<file path="src/rtl/pixel_row_loader_if.sv">
// Pixel stream and row-register write bus for the image loader.
// master: loader side (takes pixels, drives row word/address/strobes).
// slave : environment side (pixel source, row register array).
interface pixel_row_loader_if #(
  parameter int NrOfBits = 28,
  parameter int AddrBits = 5
);
  logic                PixelIn;
  logic                PixelValid;
  logic                PixelReady;
  logic [NrOfBits-1:0] WordOut;
  logic [AddrBits-1:0] WordAddr;
  logic                WordWrite;
  logic                ClearRegs;

  modport master (
    input  PixelIn, PixelValid,
    output PixelReady, WordOut, WordAddr, WordWrite, ClearRegs
  );

  modport slave (
    output PixelIn, PixelValid,
    input  PixelReady, WordOut, WordAddr, WordWrite, ClearRegs
  );
endinterface

</file>
<file path="src/rtl/pixel_row_loader.sv">
// Packs a serial 1-bit pixel stream into NrOfBits-wide row words and writes
// NrOfRows rows (with a clear pulse first) into the image register array.
// Ports: Clock, Reset (async, active-high), Start, Abort, Busy, Done, and
// bus (pixel valid/ready stream in, WordOut/WordAddr/WordWrite/ClearRegs out).
// Every output is a register; there is no input-to-output combinational path.
module pixel_row_loader #(
  parameter int NrOfBits = 28,
  parameter int NrOfRows = 28,
  parameter int AddrBits = 5
) (
  input  logic                    Clock,
  input  logic                    Reset,
  input  logic                    Start,
  input  logic                    Abort,
  pixel_row_loader_if.master      bus,
  output logic                    Busy,
  output logic                    Done
);

  localparam int CntBits = (NrOfBits > 1) ? $clog2(NrOfBits) : 1;
  localparam logic [CntBits-1:0]  LastPix = CntBits'(NrOfBits - 1);
  localparam logic [AddrBits-1:0] LastRow = AddrBits'(NrOfRows - 1);

  typedef enum logic [2:0] {
    IDLE,
    CLEAR,
    SHIFT,
    WRITE,
    DONE
  } state_t;

  state_t             state;
  logic [CntBits-1:0] pix_cnt;

  // Outputs are registered alongside the state, so each one is set on the
  // edge that enters the state it belongs to.
  always_ff @(posedge Clock or posedge Reset) begin
    if (Reset) begin
      state          <= IDLE;
      pix_cnt        <= '0;
      bus.WordOut    <= '0;
      bus.WordAddr   <= '0;
      bus.WordWrite  <= 1'b0;
      bus.ClearRegs  <= 1'b0;
      bus.PixelReady <= 1'b0;
      Busy           <= 1'b0;
      Done           <= 1'b0;
    end else begin
      // One-cycle strobes default low.
      bus.WordWrite <= 1'b0;
      bus.ClearRegs <= 1'b0;
      Done          <= 1'b0;

      if (Abort) begin
        // Abort beats Start and everything else; rows already written stay.
        state          <= IDLE;
        pix_cnt        <= '0;
        bus.WordOut    <= '0;
        bus.WordAddr   <= '0;
        bus.PixelReady <= 1'b0;
        Busy           <= 1'b0;
      end else begin
        case (state)
          IDLE: begin
            if (Start) begin
              state         <= CLEAR;
              bus.ClearRegs <= 1'b1;
              Busy          <= 1'b1;
            end
          end

          CLEAR: begin
            pix_cnt        <= '0;
            bus.WordOut    <= '0;
            bus.WordAddr   <= '0;
            state          <= SHIFT;
            bus.PixelReady <= 1'b1;
          end

          SHIFT: begin
            if (bus.PixelValid) begin
              // First pixel of a row ends up in the MSB (leftmost column).
              bus.WordOut <= {bus.WordOut[NrOfBits-2:0], bus.PixelIn};
              if (pix_cnt == LastPix) begin
                pix_cnt        <= '0;
                state          <= WRITE;
                bus.PixelReady <= 1'b0;
                bus.WordWrite  <= 1'b1;
              end else begin
                pix_cnt <= pix_cnt + CntBits'(1);
              end
            end
          end

          WRITE: begin
            if (bus.WordAddr == LastRow) begin
              // Address holds on the last row; it never wraps within a frame.
              state <= DONE;
              Done  <= 1'b1;
            end else begin
              bus.WordAddr   <= bus.WordAddr + AddrBits'(1);
              state          <= SHIFT;
              bus.PixelReady <= 1'b1;
            end
          end

          DONE: begin
            state <= IDLE;
            Busy  <= 1'b0;
          end

          default: begin
            state          <= IDLE;
            bus.PixelReady <= 1'b0;
            Busy           <= 1'b0;
          end
        endcase
      end
    end
  end

endmodule

</file>
<file path="src/flat_wrapper.sv">
// flat-port wrapper written by rule: the top's interface ports become plain ports
module pixel_row_loader_flat 
#(
  parameter int NrOfBits = 28,
  parameter int NrOfRows = 28,
  parameter int AddrBits = 5
)
  (Clock, Reset, Start, Abort, Busy, Done, bus_PixelIn, bus_PixelValid, bus_PixelReady, bus_WordOut, bus_WordAddr, bus_WordWrite, bus_ClearRegs);
  pixel_row_loader_if #(.NrOfBits(NrOfBits), .AddrBits(AddrBits)) bus_i ();
  input  logic Clock;
  input  logic Reset;
  input  logic Start;
  input  logic Abort;
  output logic Busy;
  output logic Done;
  input wire logic [$bits(bus_i.PixelIn)-1:0] bus_PixelIn;
  input wire logic [$bits(bus_i.PixelValid)-1:0] bus_PixelValid;
  output wire logic [$bits(bus_i.PixelReady)-1:0] bus_PixelReady;
  output wire logic [$bits(bus_i.WordOut)-1:0] bus_WordOut;
  output wire logic [$bits(bus_i.WordAddr)-1:0] bus_WordAddr;
  output wire logic [$bits(bus_i.WordWrite)-1:0] bus_WordWrite;
  output wire logic [$bits(bus_i.ClearRegs)-1:0] bus_ClearRegs;
  assign bus_i.PixelIn = bus_PixelIn;
  assign bus_i.PixelValid = bus_PixelValid;
  assign bus_PixelReady = bus_i.PixelReady;
  assign bus_WordOut = bus_i.WordOut;
  assign bus_WordAddr = bus_i.WordAddr;
  assign bus_WordWrite = bus_i.WordWrite;
  assign bus_ClearRegs = bus_i.ClearRegs;
  pixel_row_loader #(.NrOfBits(NrOfBits), .NrOfRows(NrOfRows), .AddrBits(AddrBits)) u_core (.Clock(Clock), .Reset(Reset), .Start(Start), .Abort(Abort), .bus(bus_i), .Busy(Busy), .Done(Done));
endmodule
</file>
<file path="config.mk">
export PLATFORM = sky130hd
export DESIGN_NAME = pixel_row_loader_flat
export DESIGN_NICKNAME = d
export VERILOG_FILES = /design/src/rtl/pixel_row_loader_if.sv /design/src/rtl/pixel_row_loader.sv /design/src/flat_wrapper.sv
export SDC_FILE = /design/constraint.sdc
export NUM_CORES = 1
export LEC_CHECK = 0
export CAP_MARGIN = 20
export CORE_MARGIN = 2
export CORE_UTILIZATION = 40
export CTS_CLUSTER_SIZE = 14
export DETAILED_ROUTE_END_ITERATION = 16
export DONT_BUFFER_PORTS = 1
export PLACE_DENSITY = 0.58
export SYNTH_ARGS = -nofsm -noshare
export SYNTH_HDL_FRONTEND = slang
export SYNTH_SLANG_ARGS = --single-unit
</file>
<file path="constraint.sdc">
create_clock -name Clock -period 3.3 [get_ports Clock]
set_input_delay 0.165 -clock Clock [delete_from_list [all_inputs] [get_ports Clock]]
set_output_delay 0.165 -clock Clock [all_outputs]
set_load 0.01 [all_outputs]
</file>
==> results of run 1 <==
## stage by stage
step | hold WS (ps) | util | cells
after global placement | 230.9 | 0.4314 | 275
after detailed placement | 238.0 | 0.4314 | 275
after floorplan | 277.4 | - | 219
final | 39.86 | 0.4605 | 288
after global routing | 46.24 | 0.4605 | 288
after CTS | 25.37 | 0.4605 | 288
## cell families (layout without fill, tap and decap cells)
family                   count (synthesis)  count (layout)  share of synthesized area
adder cells (fa/ha/maj)                  2               2                    0.01231
buffers and inverters                   16              18                    0.03693
flip-flops                              46              46                     0.5662
AO/OA/AOI/OAI                           45              45                     0.1194
AND/OR/NAND/NOR                        108             108                     0.2542
multiplexers                             2               2                    0.01108
## flip-flops by register name (all words and copies together) (netlist names), 3 cells and up
signal	count
u_core.pix_cnt	5
u_core.bus.WordOut	28
u_core.state	3
u_core.bus.WordAddr	5
## worst max-delay path, delay by kind of cell, from the launching register on
family	cells	cell delay, ps
flops	1	540
compound gates	1	100
buf+inv	1	350
simple gates	3	920
## Yosys cell counts, drive strengths merged
library cell	count	share of area
clkbuf	2	0.0037
o31ai	1	0.0037
inv	2	0.0037
a21o	1	0.0037
dfrtp	46	0.57
a22oi	2	0.0074
nand4b	3	0.013
and4bb	1	0.0062
nor3	4	0.012
nand2	65	0.12
a21oi	5	0.012
nor2	10	0.018
nor4b	1	0.012
nand3b	2	0.0074
o2111ai	1	0.0043
nor4	5	0.015
ha	2	0.012
mux2	2	0.011
nor2b	2	0.0062
a32oi	1	0.0043
and3b	1	0.0043
or3	1	0.0031
nor3b	3	0.011
o21ai	34	0.084
nand3	9	0.022
and3	1	0.0031
buf	12	0.030
## power breakdown
group / switching [mW] / total [mW] / leakage [nW] / internal, mW
registers: 0.0101 / 0.579 / 0.639 / 0.569
clock network: 0.193 / 0.342 / 0.0441 / 0.149
logic: 0.0450 / 0.0630 / 0.239 / 0.0180
total: 0.248 / 0.984 / 0.922 / 0.736
## routing by layer
metal  vias to the layer above  track usage  wire length, um
met3                         3      0.05952              306
met1                       666       0.2165             1927
li1                        746            -                -
met5                         -            0                0
met2                        41       0.2116             1656
met4                         0      0.04094               22
## worst paths after layout
kind                                          end  slack [ps]              start  depth (start not counted)
setup / recovery                u_core.pix_cnt[0]        1320    u_core.state[2]                          5
hold / removal                  u_core.pix_cnt[4]          40              Abort                          3
setup reg to reg                u_core.pix_cnt[0]        1320    u_core.state[2]                          5
hold reg to reg                 u_core.pix_cnt[1]         530  u_core.pix_cnt[1]                          2
max in group asynchronous         u_core.state[0]        2200              Reset                          2
min in group asynchronous  u_core.bus.WordOut[15]         520              Reset                          2
## layout make-up
cell class,count,area [um2]
sequential,46,1151
multi-input combinational,157,813.3
clock buffer,5,68.82
tap,67,83.83
clock inverter,3,21.27
inverter,2,7.507
fill,477,2599
timing repair buffer,8,72.57
==> flow_summary_export.csv, run 1 <==
group,metric,value,unit
run_status,status,"complete, no violations",
die,num_rows,25,
clocking,cts.clk_slew.worst_paths,90,ps
clocking,cts-buffers-inserted,5,
synthesis,synth_nets,227,
power_and_ir_drop,cellLeakagePower,0.9219,nW
job,max_cap_viol_count,0,
clocking,cts_tree,"built",
finish,layout_common_cells,"nand2_1 (65), dfrtp_1 (46), o21ai_0 (18), o21ai_1 (16), nor2_1 (10)",
critical_path,crit_type,"flop to flop",
drt,first_iter_violations,88,
drt,wire_per_inst,13.58,um
clocking,clkSinkCount,46,
sta,tightest_slew,931.5,ps
drt,vias,1456,
sta,setup_viol,0,
die,die_width,75.30,um
critical_path,cpMaxStageDelayCell,"nor4b_4",
critical_path,crit_chain,"nor4b_4 > buf_4 > nand2_1 > nor3_1 > a21o_1",
finish,final_common_cell,"nand2_1",
die,start_util,0.4221,
global_routing,grt_max_degree,47,
critical_path,worstSetupEndpointType,"flop",
finish,finalInstanceArea,2218,um2
placement,placed_area,2078,um2
sta,min_period,1975,ps
clocking,htreeDepth,2,
global_routing,antenna_found_initial,0,
critical_path,required,3550,ps
clocking,ctsHoldBuffers,5,
clocking,worstSkewPairLatency,300,ps
power_and_ir_drop,ir_worst_vdd,0.0001473,V
sta,maxSlewViolCount,0,
clocking,root_buffer,"clkbuf_8",
sta,max_freq,0.5062,GHz
global_routing,grt_pass1_wl,6.534,mm
synthesis,ys_seq_area_frac,0.5662,
placement,gp_congestion,0.7397,
sta,max_slew_margin,0.3781,
drt,vias_per_cell,5.056,
die,dieArea,5669,um2
sta,layout_setup_ws,1325,ps
die,die_y,75.30,um
finish,drive_above_1_share,0.07240,
power_and_ir_drop,power,0.9840,mW
synthesis,ys_ff_latch,46,
power_and_ir_drop,pwr_density_cell,443.6,nW/um2
synthesis,yosys.cell_types.count,29,
placement,port_buffers,0,
synthesis,netlist_instances,219,
clocking,ctsResizeCount,0,
global_routing,grt_pass1_vias,1357,
finish,num-nets-final,228,
finish,insertedDiodeCount,0,
sta,rsz0062_at_grt,"false",
critical_path,cp.arrival,2220,ps
critical_path,cpPeakStageDelay,720,ps
clocking,clockBufferDepth,2,
drt,firstDrtPassIters,4,
sta,final_hold_viol_count,0,
global_routing,overflow,0,
critical_path,startpoint_type,"flop",
hold_path,holdCritPathClass,"input port to flop",
placement,dpl.hpwl,2.621,mm
placement,pre_cts_ws,1282,ps
sta,finalClockSkew,7.420,ps
drt,ant_nets,0,
sta,final.setup.tns,0,ps
sta,final.period_utilization,0.5986,
synthesis,yosys_warnings,0,
global_routing,grt_use_total,0.1504,
critical_path,cp_max_fo,19,
finish,syn_to_final_growth,9.108,%
die,io_pins,44,
clocking,cts_setup_buffers,0,
synthesis,avgSynthCellArea,9.284,um2
die,core,4817,um2
drt,drcViolationCount,0,
drt,routed_wl,3.912,mm
synthesis,syn_area,2033,um2
(Power assumes the default switching activity.)
==> inputs of run 2 (changes only) <==
- PLACE_DENSITY: 0.58 -> 0.6
- clock period: 3.3 -> 1.7 ns (I/O delays scaled with it)
==> flow_summary_export.csv, run 2 (synthesized netlist as in run 1, its figures left out) <==
group,metric,value,unit
sta,max_freq,0.6518,GHz
drt,first_iter_violations,58,
finish,layout_common_cells,"nand2_1 (65), dfrtp_1 (45), o21ai_0 (18), o21ai_1 (16), buf_4 (12)",
power_and_ir_drop,ir_worst_vdd,0.0004767,V
global_routing,grt_pass1_vias,1356,
finish,reg.largest.list,"u_core.bus.WordOut x28, u_core.bus.WordAddr x5, u_core.pix_cnt x5",
sta,tightest_slew,531.9,ps
die,num_rows,25,
power_and_ir_drop,p_comb_frac,0.070,
sta,finalClockSkew,6.330,ps
clocking,cts_tree,"built",
finish,largest_register,"u_core.bus.WordOut",
global_routing,grt_use_total,0.1602,
placement,port_buffers,0,
global_routing,grt_max_degree,34,
drt,vias,1556,
job,max_cap_viol_count,0,
finish,largest_reg_flops,28,
critical_path,worstSetupEndpointType,"flop",
finish,syn_to_final_growth,17.78,%
sta,min_period,1534,ps
power_and_ir_drop,p_switching,0.5023,mW
drt,firstDrtPassIters,4,
finish,fillCellCount,460,
run_status,status,"complete, no violations",
sta,holdWs,28.03,ps
sta,setup_viol,0,
critical_path,crit_type,"flop to flop",
die,die_width,75.30,um
die,start_util,0.4221,
die,die_y,75.30,um
power_and_ir_drop,p_int,1.753,mW
finish,drive_above_1_share,0.1245,
sta,final.setup.tns,0,ps
placement,dpl.hpwl,2.834,mm
global_routing,overflow,0,
drt,ant_nets,0,
die,dieArea,5669,um2
power_and_ir_drop,sequentialPowerShare,0.497,
sta,max_slew_margin,0.6442,
sta,rsz0062_at_grt,"false",
global_routing,grt_pass1_wl,6.775,mm
drt,routed_wl,4.093,mm
clocking,worstSkewPairLatency,310,ps
critical_path,startpoint_type,"flop",
critical_path,cp.arrival,1760,ps
clocking,cts.clk_slew.worst_paths,90,ps
critical_path,cp_max_fo,32,
hold_path,holdCritPathClass,"input port to flop",
finish,final_common_cell,"nand2_1",
power_and_ir_drop,cellLeakagePower,1.017,nW
die,io_pins,44,
clocking,clkSinkCount,46,
power_and_ir_drop,pwr_density_cell,941.6,nW/um2
clocking,clockBufferDepth,2,
drt,wire_per_inst,13.64,um
critical_path,required,1920,ps
die,core,4817,um2
finish,num-nets-final,240,
finish,insertedDiodeCount,0,
drt,drcViolationCount,0,
clocking,htreeDepth,2,
power_and_ir_drop,pwr-share-clk,0.433,
clocking,root_buffer,"clkbuf_8",
sta,final_hold_viol_count,0,
power_and_ir_drop,switching_share,0.2228,
sta,final.period_utilization,0.9024,
sta,maxSlewViolCount,0,
placement,gp_congestion,0.8077,
drt,vias_per_cell,5.187,
clocking,cts-buffers-inserted,5,
global_routing,antenna_found_initial,0,
## run 2: through the flow
step                        util  area (um2)  power (mW)  setup slack (ps)  instances
after floorplan                -        2033       1.240             246.0        219
after global placement    0.4579        2206       1.286             174.1        287
after detailed placement  0.4579        2206       1.288             122.6        287
after CTS                 0.4969        2394       2.285             125.0        300
after global routing      0.4971        2395       2.353             30.37        300
final                     0.4971        2395       2.255             165.8        300
## run 2: layout make-up
type	count	area, um2	share of cell area
well taps	67	83.83	0.03501
clock inverters	3	68.82	0.02874
repair buffers	20	200.2	0.08359
clock buffers	5	68.82	0.02874
flip-flops and latches	46	1152	0.4812
multi-input cells	157	813.3	0.3396
inverters	2	7.507	0.003135
## run 2: path summary, 6_finish.rpt
check	start	endpoint	slack, ps	depth (start not counted)
worst min register to register	u_core.pix_cnt[1]	u_core.pix_cnt[1]	530	2
worst min-delay path	Abort	u_core.pix_cnt[0]	30	2
worst max-delay path	u_core.state[1]	u_core.bus.WordOut[14]	170	5
worst max register to register	u_core.state[1]	u_core.bus.WordOut[14]	170	5
max in group asynchronous	Reset	u_core.state[2]	940	3
min in group asynchronous	Reset	u_core.bus.WordOut[17]	210	2
## run 2: per-layer routing
metal / global-route usage / vias up / wire length [um]
li1: - / 771 / -
met1: 0.2309 / 736 / 1958
met2: 0.2097 / 41 / 1761
met3: 0.05556 / 8 / 284
met4: 0.08577 / 0 / 88
met5: 0 / - / 0
## run 2: timing repair
action,CTS,global route
hold buffers,5,0
endpoints found under the hold margin,33,0
gates resized for setup,0,1
buffers inserted,0,0
endpoints found under the setup margin,0,1
## run 2: power by group through the flow
| stage | sequential, mW | combinational, mW | clock [mW] |
|---|---|---|---|
| floorplan | 1.14 | 0.105 | 0 |
| global placement | 1.14 | 0.145 | 0 |
| detailed placement | 1.14 | 0.147 | 0 |
| CTS | 1.12 | 0.161 | 1.00 |
| global route | 1.12 | 0.179 | 1.05 |
| finish | 1.12 | 0.158 | 0.977 |
## run 2: worst max-delay path: stages, from the launching register on
cell and delay [ps]:
dfrtp_1 450, and4bb_1 270, nor3_4 360, buf_12 220, nand2_1 70, o21ai_0 80
==> inputs of run 3 (changes only) <==
- CORE_MARGIN: 2 -> 3
- CORE_UTILIZATION: 40 -> 34
- PLACE_DENSITY: 0.6 -> 0.52
- clock period: 1.7 -> 1.9 ns (I/O delays scaled with it)
==> flow_summary_export.csv, run 3 (synthesized netlist as in run 1, its figures left out) <==
group,metric,value,unit
run_status,status,"complete, no violations",
clocking,clkSinkCount,46,
drt,vias_per_cell,4.980,
finish,final_common_cell,"nand2_1",
critical_path,startpoint_type,"flop",
drt,route.met2.wl,1.814,mm
critical_path,crit_chain,"nor3b_1 > nor3_4 > buf_12 > o21ai_0 > o31ai_1",
clocking,worstSkewPairLatency,300,ps
drt,routed_wl,4.260,mm
sta,maxSlewViolCount,0,
die,core,5642,um2
sta,max_slew_margin,0.6523,
critical_path,cpMaxStageDelayCell,"dfrtp_1",
finish,reg.largest.list,"u_core.bus.WordOut x28, u_core.bus.WordAddr x5, u_core.pix_cnt x5",
drt,drcViolationCount,0,
clocking,cts-buffers-inserted,5,
global_routing,grt_use_total,0.1296,
job,max_cap_viol_count,0,
finish,insertedDiodeCount,0,
finish,layout_common_cells,"nand2_1 (65), dfrtp_1 (46), o21ai_0 (18), o21ai_1 (16), nor2_1 (10)",
critical_path,required,2080,ps
sta,final.period_utilization,0.8946,
power_and_ir_drop,power,1.789,mW
critical_path,crit_family,"flip-flops",
power_and_ir_drop,switching_share,0.2391,
power_and_ir_drop,cellLeakagePower,0.9499,nW
clocking,cts_setup_buffers,0,
placement,pre_cts_ws,241.3,ps
die,start_util,0.3604,
clocking,ctsHoldBuffers,5,
drt,vias,1469,
clocking,clockBufferDepth,2,
clocking,htreeDepth,2,
sta,final.setup.tns,0,ps
sta,tightest_slew,519.9,ps
finish,syn_to_final_growth,12.12,%
die,dieArea,6944,um2
sta,rsz0062_at_grt,"false",
die,die_width,83.33,um
finish,final_util,0.4041,
finish,largest_reg_flops,28,
power_and_ir_drop,pwr_density_cell,784.6,nW/um2
global_routing,antenna_found_initial,0,
finish,num-nets-final,230,
critical_path,crit_type,"flop to flop",
die,die_y,83.33,um
critical_path,cp_max_fo,62,
placement,gp_congestion,0.7640,
power_and_ir_drop,p_int,1.361,mW
power_and_ir_drop,pwr-share-clk,0.370,
global_routing,overflow,0,
sta,holdWs,22.84,ps
drt,first_iter_violations,79,
drt,routed.top_layer,"met4",
sta,finalClockSkew,10.07,ps
sta,setup_viol,0,
finish,largest_register,"u_core.bus.WordOut",
hold_path,holdCritPathClass,"input port to flop",
power_and_ir_drop,p_switching,0.4277,mW
clocking,root_buffer,"clkbuf_8",
die,io_pins,44,
drt,wire_per_inst,14.44,um
global_routing,grt_pass1_vias,1383,
clocking,ctsResizeCount,0,
critical_path,cpPeakStageDelay,550,ps
global_routing,grt_max_degree,63,
placement,dpl.hpwl,2.791,mm
sta,final_hold_viol_count,0,
finish,drive_above_1_share,0.08072,
sta,layout_setup_ws,200.2,ps
drt,ant_nets,0,
drt,m1WireLength,2.040,mm
drt,firstDrtPassIters,4,
power_and_ir_drop,ir_worst_vdd,0.0003365,V
critical_path,cp.arrival,1880,ps
placement,port_buffers,0,
sta,max_freq,0.5883,GHz
clocking,cts.clk_slew.worst_paths,80,ps
power_and_ir_drop,sequentialPowerShare,0.561,
critical_path,regToRegSetupSlack,200,ps
finish,fillCellCount,564,
drt,met3WireLength,340,um
power_and_ir_drop,p_comb_frac,0.069,
die,num_rows,27,
critical_path,worstSetupEndpointType,"flop",
critical_path,crit_buf_inv,1,
sta,min_period,1700,ps
global_routing,grt_pass1_wl,7.293,mm
clocking,cts_tree,"built",
[run 3: cell count changes in the layout (fill, tap and decap cells not counted)]
cell	previous run	this run
buf_12	3	2
bufinv_16	2	0
dfrtp_1	45	46
dfrtp_2	1	0
clkbuf_8	5	7
buf_4	12	3
[run 3: per-layer routing]
| metal | up-vias | global-route usage |
|---|---|---|
| met5 | - | 0 |
| met4 | 0 | 0.04458 |
| li1 | 751 | - |
| met3 | 5 | 0.05556 |
| met1 | 673 | 0.1753 |
| met2 | 40 | 0.1851 |
[run 3: through the flow]
stage          cell area (um2)  std cells
2_1_floorplan             2033        219
3_3_place_gp              2125        282
3_5_place_dp              2125        282
4_1_cts                   2280        295
5_1_grt                   2280        295
6_report                  2280        295
[run 3: area by class of cell]
class,instances,area (um2),area share
sequential,46,1151,0.5049
tap,72,90.09,0.03952
timing repair buffer,10,112.6,0.04940
inverter,2,7.507,0.003293
clock buffer,7,96.34,0.04226
multi-input combinational,157,813.3,0.3568
clock inverter,1,8.758,0.003842
[run 3: worst paths after layout]
kind	start	to	cells after the start
worst min-delay path	Start	u_core.state[0]	2
worst max-delay path	u_core.state[0]	u_core.pix_cnt[3]	5
worst min register to register	u_core.pix_cnt[1]	u_core.pix_cnt[1]	2
min in group asynchronous	Reset	u_core.bus.WordOut[16]	2
max in group asynchronous	Reset	u_core.bus.WordOut[25]	3
worst max register to register	u_core.state[0]	u_core.pix_cnt[3]	5
[run 3: power by group through the flow]
stage	logic (mW)	registers, mW	clock network, mW
after floorplan	0.0938	1.02	0
after global placement	0.114	1.02	0
after detailed placement	0.114	1.02	0
after CTS	0.127	1.00	0.689
after global routing	0.142	1.01	0.720
final	0.124	1.00	0.661
[run 3: worst reg2reg max path: stages, from the launching register on]
cell and delay, ps:
dfrtp_1 550, nor3b_1 480, nor3_4 70, buf_12 200, o21ai_0 200, o31ai_1 90
